==> src/rtl/sprite_motion_sched.sv <==
`timescale 1ns/1ps
`default_nettype none
// ============================================================================
//  Module   : sprite_motion_sched
//  Purpose  : Per-frame position scheduler for NUM_OBJ bouncing square
//             objects. An accepted frame tick walks every object once through
//             a shadow update (one object per cycle), then publishes all new
//             positions in a single edge so a frame is never seen half-done.
//  Revision : 1.0 - initial release
// ----------------------------------------------------------------------------
//  Ports
//    clk        : single clock, rising edge
//    rst        : synchronous active-high reset
//    frame_tick : one-cycle pulse at start of vertical blanking
//    enable     : gates acceptance of frame_tick
//    pause      : when high, frame_tick is ignored
//    speed[2:0] : pixels per frame per axis, sampled at tick acceptance
//    obj_x/obj_y: committed positions, object i at [10*i+9:10*i]
//    busy       : high while a frame update is in progress
//    done       : one-cycle pulse when new positions appear
//    overrun    : sticky, set when a tick arrives while busy
//    frame_cnt  : number of commits, wraps at 256
// ============================================================================
module sprite_motion_sched #(
    parameter int NUM_OBJ  = 4,
    parameter int OBJ_SIZE = 64,
    parameter int H_ACT    = 640,
    parameter int V_ACT    = 480
) (
    input  logic                    clk,
    input  logic                    rst,
    input  logic                    frame_tick,
    input  logic                    enable,
    input  logic                    pause,
    input  logic [2:0]              speed,
    output logic [10*NUM_OBJ-1:0]   obj_x,
    output logic [10*NUM_OBJ-1:0]   obj_y,
    output logic                    busy,
    output logic                    done,
    output logic                    overrun,
    output logic [7:0]              frame_cnt
);

    localparam int         c_IDX_W = (NUM_OBJ > 1) ? $clog2(NUM_OBJ) : 1;
    localparam logic [10:0] c_XLIM = 11'(H_ACT - OBJ_SIZE);
    localparam logic [10:0] c_YLIM = 11'(V_ACT - OBJ_SIZE);

    localparam logic [1:0] c_ST_IDLE   = 2'd0;
    localparam logic [1:0] c_ST_UPDATE = 2'd1;
    localparam logic [1:0] c_ST_COMMIT = 2'd2;

    logic [1:0]         r_state;
    logic [c_IDX_W-1:0] r_idx;
    logic [2:0]         r_speed;
    logic               r_busy;
    logic               r_done;
    logic               r_overrun;
    logic [7:0]         r_frame_cnt;
    logic               w_tick_ok;

    assign w_tick_ok = frame_tick & enable & ~pause;

    // One axis step. Returns {new_dir, new_pos}; dir=1 means moving positive.
    // The sum is formed in 11 bits so pos+speed can never wrap past the limit.
    function automatic logic [10:0] f_step(
        input logic [9:0]  pos,
        input logic        dir,
        input logic [2:0]  spd,
        input logic [10:0] lim
    );
        logic [10:0] w_sum;
        logic [10:0] w_res;
        w_sum = {1'b0, pos} + {8'd0, spd};
        if (spd == 3'd0) begin
            w_res = {dir, pos};
        end else if (dir) begin
            if (w_sum >= lim) w_res = {1'b0, lim[9:0]};
            else              w_res = {1'b1, w_sum[9:0]};
        end else begin
            if ({1'b0, pos} <= {8'd0, spd}) w_res = {1'b1, 10'd0};
            else                            w_res = {1'b0, pos - {7'd0, spd}};
        end
        return w_res;
    endfunction

    // Control FSM. busy mirrors "state != IDLE" as a register, so a tick that
    // lands in the COMMIT cycle is still seen as busy and counted as dropped.
    always_ff @(posedge clk) begin
        if (rst) begin
            r_state     <= c_ST_IDLE;
            r_idx       <= '0;
            r_speed     <= 3'd0;
            r_busy      <= 1'b0;
            r_done      <= 1'b0;
            r_overrun   <= 1'b0;
            r_frame_cnt <= 8'd0;
        end else begin
            r_done <= 1'b0;
            if (w_tick_ok && r_busy) begin
                r_overrun <= 1'b1;
            end
            case (r_state)
                c_ST_IDLE: begin
                    if (w_tick_ok) begin
                        r_state <= c_ST_UPDATE;
                        r_idx   <= '0;
                        r_speed <= speed;
                        r_busy  <= 1'b1;
                    end
                end
                c_ST_UPDATE: begin
                    if (r_idx == c_IDX_W'(NUM_OBJ - 1)) begin
                        r_state <= c_ST_COMMIT;
                    end else begin
                        r_idx <= r_idx + c_IDX_W'(1);
                    end
                end
                c_ST_COMMIT: begin
                    r_state     <= c_ST_IDLE;
                    r_idx       <= '0;
                    r_busy      <= 1'b0;
                    r_done      <= 1'b1;
                    r_frame_cnt <= r_frame_cnt + 8'd1;
                end
                default: begin
                    r_state <= c_ST_IDLE;
                    r_idx   <= '0;
                    r_busy  <= 1'b0;
                end
            endcase
        end
    end

    // Per-object shadow and committed registers. Each object owns its
    // registers, so the update is a simple index match rather than a wide mux.
    for (genvar gi = 0; gi < NUM_OBJ; gi++) begin : g_obj
        localparam logic [9:0] c_X0 = 10'(100 + 128 * gi);
        localparam logic [9:0] c_Y0 = 10'(50 + 64 * gi);

        logic [9:0]  r_sx;
        logic [9:0]  r_sy;
        logic        r_dx;
        logic        r_dy;
        logic [9:0]  r_cx;
        logic [9:0]  r_cy;
        logic [10:0] w_nx;
        logic [10:0] w_ny;

        assign w_nx = f_step(r_sx, r_dx, r_speed, c_XLIM);
        assign w_ny = f_step(r_sy, r_dy, r_speed, c_YLIM);

        always_ff @(posedge clk) begin
            if (rst) begin
                r_sx <= c_X0;
                r_sy <= c_Y0;
                r_dx <= 1'b1;
                r_dy <= 1'b1;
                r_cx <= c_X0;
                r_cy <= c_Y0;
            end else begin
                if (r_state == c_ST_UPDATE && r_idx == c_IDX_W'(gi)) begin
                    {r_dx, r_sx} <= w_nx;
                    {r_dy, r_sy} <= w_ny;
                end
                if (r_state == c_ST_COMMIT) begin
                    r_cx <= r_sx;
                    r_cy <= r_sy;
                end
            end
        end

        assign obj_x[10*gi +: 10] = r_cx;
        assign obj_y[10*gi +: 10] = r_cy;
    end

    assign busy      = r_busy;
    assign done      = r_done;
    assign overrun   = r_overrun;
    assign frame_cnt = r_frame_cnt;

endmodule
`default_nettype wire

==> config.mk <==
export PLATFORM = sky130hd
export DESIGN_NAME = sprite_motion_sched
export DESIGN_NICKNAME = d
export VERILOG_FILES = /design/src/rtl/sprite_motion_sched.sv
export SDC_FILE = /design/constraint.sdc
export NUM_CORES = 1
export LEC_CHECK = 0
export BUFFER_PORTS_ARGS = -buffer_cell sky130_fd_sc_hd__buf_2
export CAP_MARGIN = 0
export CORE_ASPECT_RATIO = 1.75
export CORE_UTILIZATION = 61
export CTS_CLUSTER_DIAMETER = 80
export CTS_CLUSTER_SIZE = 12
export DETAILED_ROUTE_END_ITERATION = 6
export PLACE_DENSITY_LB_ADDON = 0.05
export SLEW_MARGIN = 0
export SYNTH_ARGS = -nofsm -noshare
export SYNTH_HDL_FRONTEND = slang
export SYNTH_SLANG_ARGS = --single-unit
==> constraint.sdc <==
create_clock -name clk -period 4.46 [get_ports clk]
set_input_delay 0.669 -clock clk [delete_from_list [all_inputs] [get_ports clk]]
set_output_delay 0.669 -clock clk [all_outputs]
set_load 0.01 [all_outputs]
==> flow_summary.json <==
{
  "outcome": "complete, no violations",
  "cts_setup_buffers": 0,
  "async_flop_share_pct": 0,
  "final_cell_mix": "nand2_1, dfxtp_1, a21oi_1",
  "hold_viol_final": 0,
  "peakVddDrop_uv": 216,
  "die_y_um": 187,
  "path_class": "reg2reg",
  "drive_above_1_share_pct": 12.1,
  "cts.hold.buffers_added": 0,
  "num_rows": 67,
  "drtPass1Iterations": 6,
  "cts_tree": "built",
  "clkSinkCount": 186,
  "avgSynthCellArea_um2": 7.67,
  "crit_buf_inv": 0,
  "tightest_slew_ns": 0.949,
  "cap_violations": 0,
  "io_pins": 99,
  "clock_skew_ns": 0.00674,
  "syn_nets": 1639,
  "final_antenna_net_count": 0,
  "worst_hold_slack_ns": 0.450,
  "leakagePower_nw": 5.03,
  "die-area_mm2": 0.0202,
  "fin_setup_tns_ns": 0,
  "num_antenna_cells": 0,
  "synth.cell_area_mm2": 0.0120,
  "grt_pass1_wl_mm": 54.6,
  "fmax_mhz": 278,
  "fillers": 1667,
  "num-nets-final": 1656,
  "vias_per_cell": 6.46,
  "htreeDepth": 4,
  "hpwlAfterDp_mm": 22.6,
  "cts_buffer_depth": 2,
  "multiInputGateArea_mm2": 0.00761,
  "slew_viol_final": 0,
  "routedWlPerCell_um": 18.0,
  "slew_headroom_pct": 36.6,
  "critical-path-max-stage-delay_ns": 0.62,
  "die_w_um": 108,
  "place.port_buffers": 98,
  "rsz0062_at_grt": "no",
  "cp_max_fo": 18,
  "yosys_register_bits": 186,
  "drt-total-wl_mm": 32.9,
  "min_period_over_period_pct": 80.7,
  "hp-class": "reg2reg",
  "critPathLaunchType": "register",
  "ys_seq_area_share_pct": 31.1,
  "core_area_mm2": 0.0192,
  "clkTransAtPathRegs_ns": 0.06,
  "cts_buffers": 17,
  "crit_chain": "ha_1, fa_1, nor2b_1, o21ai_0, nor4b_1, o21ai_1, a21oi_1, a221oi_1, o31ai_1",
  "final-setup-viol-count": 0,
  "end_kind": "register",
  "arrival_ns": 3.95,
  "postLayoutCellArea_mm2": 0.0130,
  "netlist-cell-type-count": 91,
  "initial_utilization_pct": 62.4,
  "route.detailed.drc": 0,
  "clk_latency_ns": 0.44,
  "antenna_found_initial": 0,
  "period_needed_ns": 3.60,
  "area_growth_syn_to_layout_pct": 8.61,
  "powerDensity_mw_per_mm2": 263,
  "grt_use_total_pct": 33.4,
  "grt-ovfl-total": 0,
  "first_global_vias": 11300,
  "seqCellArea_mm2": 0.00372,
  "grt_max_degree": 87,
  "vias": 11800,
  "slowest_stage": "a21oi_1",
  "fin_total_pwr_mw": 3.42,
  "ctsRootBufferMaster": "clkbuf_16",
  "ctsResizeCount": 0,
  "crit_family": "compound AO/OA/AOI/OAI gates",
  "gp_congestion": 0.974,
  "drtIter0Drc": 824,
  "worst_ep_required_time_ns": 4.81,
  "synth_flop_cell": "dfxtp_1",
  "layout_commonest_cell": "nand2_1",
  "dpl_cell_area_mm2": 0.0124,
  "yosys_warnings": 0,
  "syn_inst": 1562,
  "synth_edf_count": 0
}
==> metrics by stage <==
step / setup slack [ns] / util (%) / instances
global placement: 1.00 / 64.7 / 1801
CTS: 0.939 / 67.8 / 1832
floorplan: 0.996 / - / 1562
finish: 0.861 / 67.8 / 1832
global route: 0.535 / 67.8 / 1832
detailed placement: 0.964 / 64.7 / 1801
==> power by group <==
part / total [mW] / switching, mW / leakage (nW) / internal (mW)
Clock: 1.57 / 0.658 / 0.286 / 0.910
Sequential: 1.69 / 0.0248 / 1.50 / 1.67
Combinational: 0.162 / 0.106 / 3.24 / 0.0557
==> cell type report <==
cell class / instances / share of cell area (%)
clock buffer: 21 / 3.54
tap: 241 / 2.32
clock inverter: 10 / 1.08
multi-input combinational: 1212 / 58.5
inverter: 51 / 1.47
timing repair buffer: 111 / 4.54
sequential: 186 / 28.6
==> layer usage <==
metal  global-route usage (%)  part of all wire [%]
met2                     61.0                    53
met5                        0                     0
met3                     5.16                   5.2
met4                     16.3                   3.4
met1                     36.3                    39
==> worst register-to-register path, cell delays in order, from the launching register on <==
cell and delay [ns]:
dfxtp_1 0.61, ha_1 0.41, fa_1 0.43, nor2b_1 0.18
o21ai_0 0.36, nor4b_1 0.30, o21ai_1 0.15, a21oi_1 0.62
a221oi_1 0.22, o31ai_1 0.23
==> flip-flops by register name, summed over array words and instances (netlist names) <==
| name | count |
|---|---|
| g_obj.r_dx | 4 |
| g_obj.r_sx | 40 |
| g_obj.r_sy | 40 |
| r_idx | 2 |
| busy | 1 |
| g_obj.r_dy | 4 |
| g_obj.r_cx | 40 |
| frame_cnt | 8 |
| g_obj.r_cy | 40 |
| done | 1 |
| r_state | 2 |
| overrun | 1 |
| r_speed | 3 |
==> cells in the mapped netlist, types with 9 or more instances <==
master	instances	area share [%]
nand2_1	248	7.8
dfxtp_1	186	31
a21oi_1	148	6.2
nor2_1	107	3.4
clkbuf_1	84	2.6
o21ai_0	75	3.1
nand3_1	64	2.7
ha_1	53	5.5
inv_1	51	1.6
nor3_1	51	2.1
nor2b_1	30	1.6
nand2b_1	27	1.4
a21o_1	24	1.5
a31oi_1	24	1.3
and3_1	20	1.0
a211oi_1	19	1.2
o211ai_1	18	1.1
buf_2	17	0.71
fa_1	16	2.7
nor4_1	16	0.84
a221oi_1	14	1.0
mux2i_1	13	1.1
nand4_1	12	0.63
xnor2_1	12	0.88
xor2_1	12	0.88
or2_2	11	0.57
o21a_1	9	0.56
or3_1	9	0.47
==> final timing paths <==
path                                       start          endpoint  slack, ns  cells after the start
worst max register to register        r_speed[0]  g_obj[2].r_sy[2]       0.86                      9
worst min register to register  g_obj[2].r_cx[9]  g_obj[2].r_cx[9]       0.45                      2
worst max-delay path                  r_speed[0]  g_obj[2].r_sy[2]       0.86                      9
worst min-delay path            g_obj[2].r_cx[9]  g_obj[2].r_cx[9]       0.45                      2
==> cell families after synthesis <==
| family | Yosys count | share of synthesized area [%] |
|---|---|---|
| compound gates | 451 | 25.5 |
| xor+xnor | 24 | 1.75 |
| fa+ha+maj | 69 | 8.20 |
| buf+inv | 164 | 5.56 |
| flops | 186 | 31.1 |
| mux | 19 | 1.69 |
| simple gates | 649 | 26.3 |
Note: power is estimated with default switching activity, not from simulation.
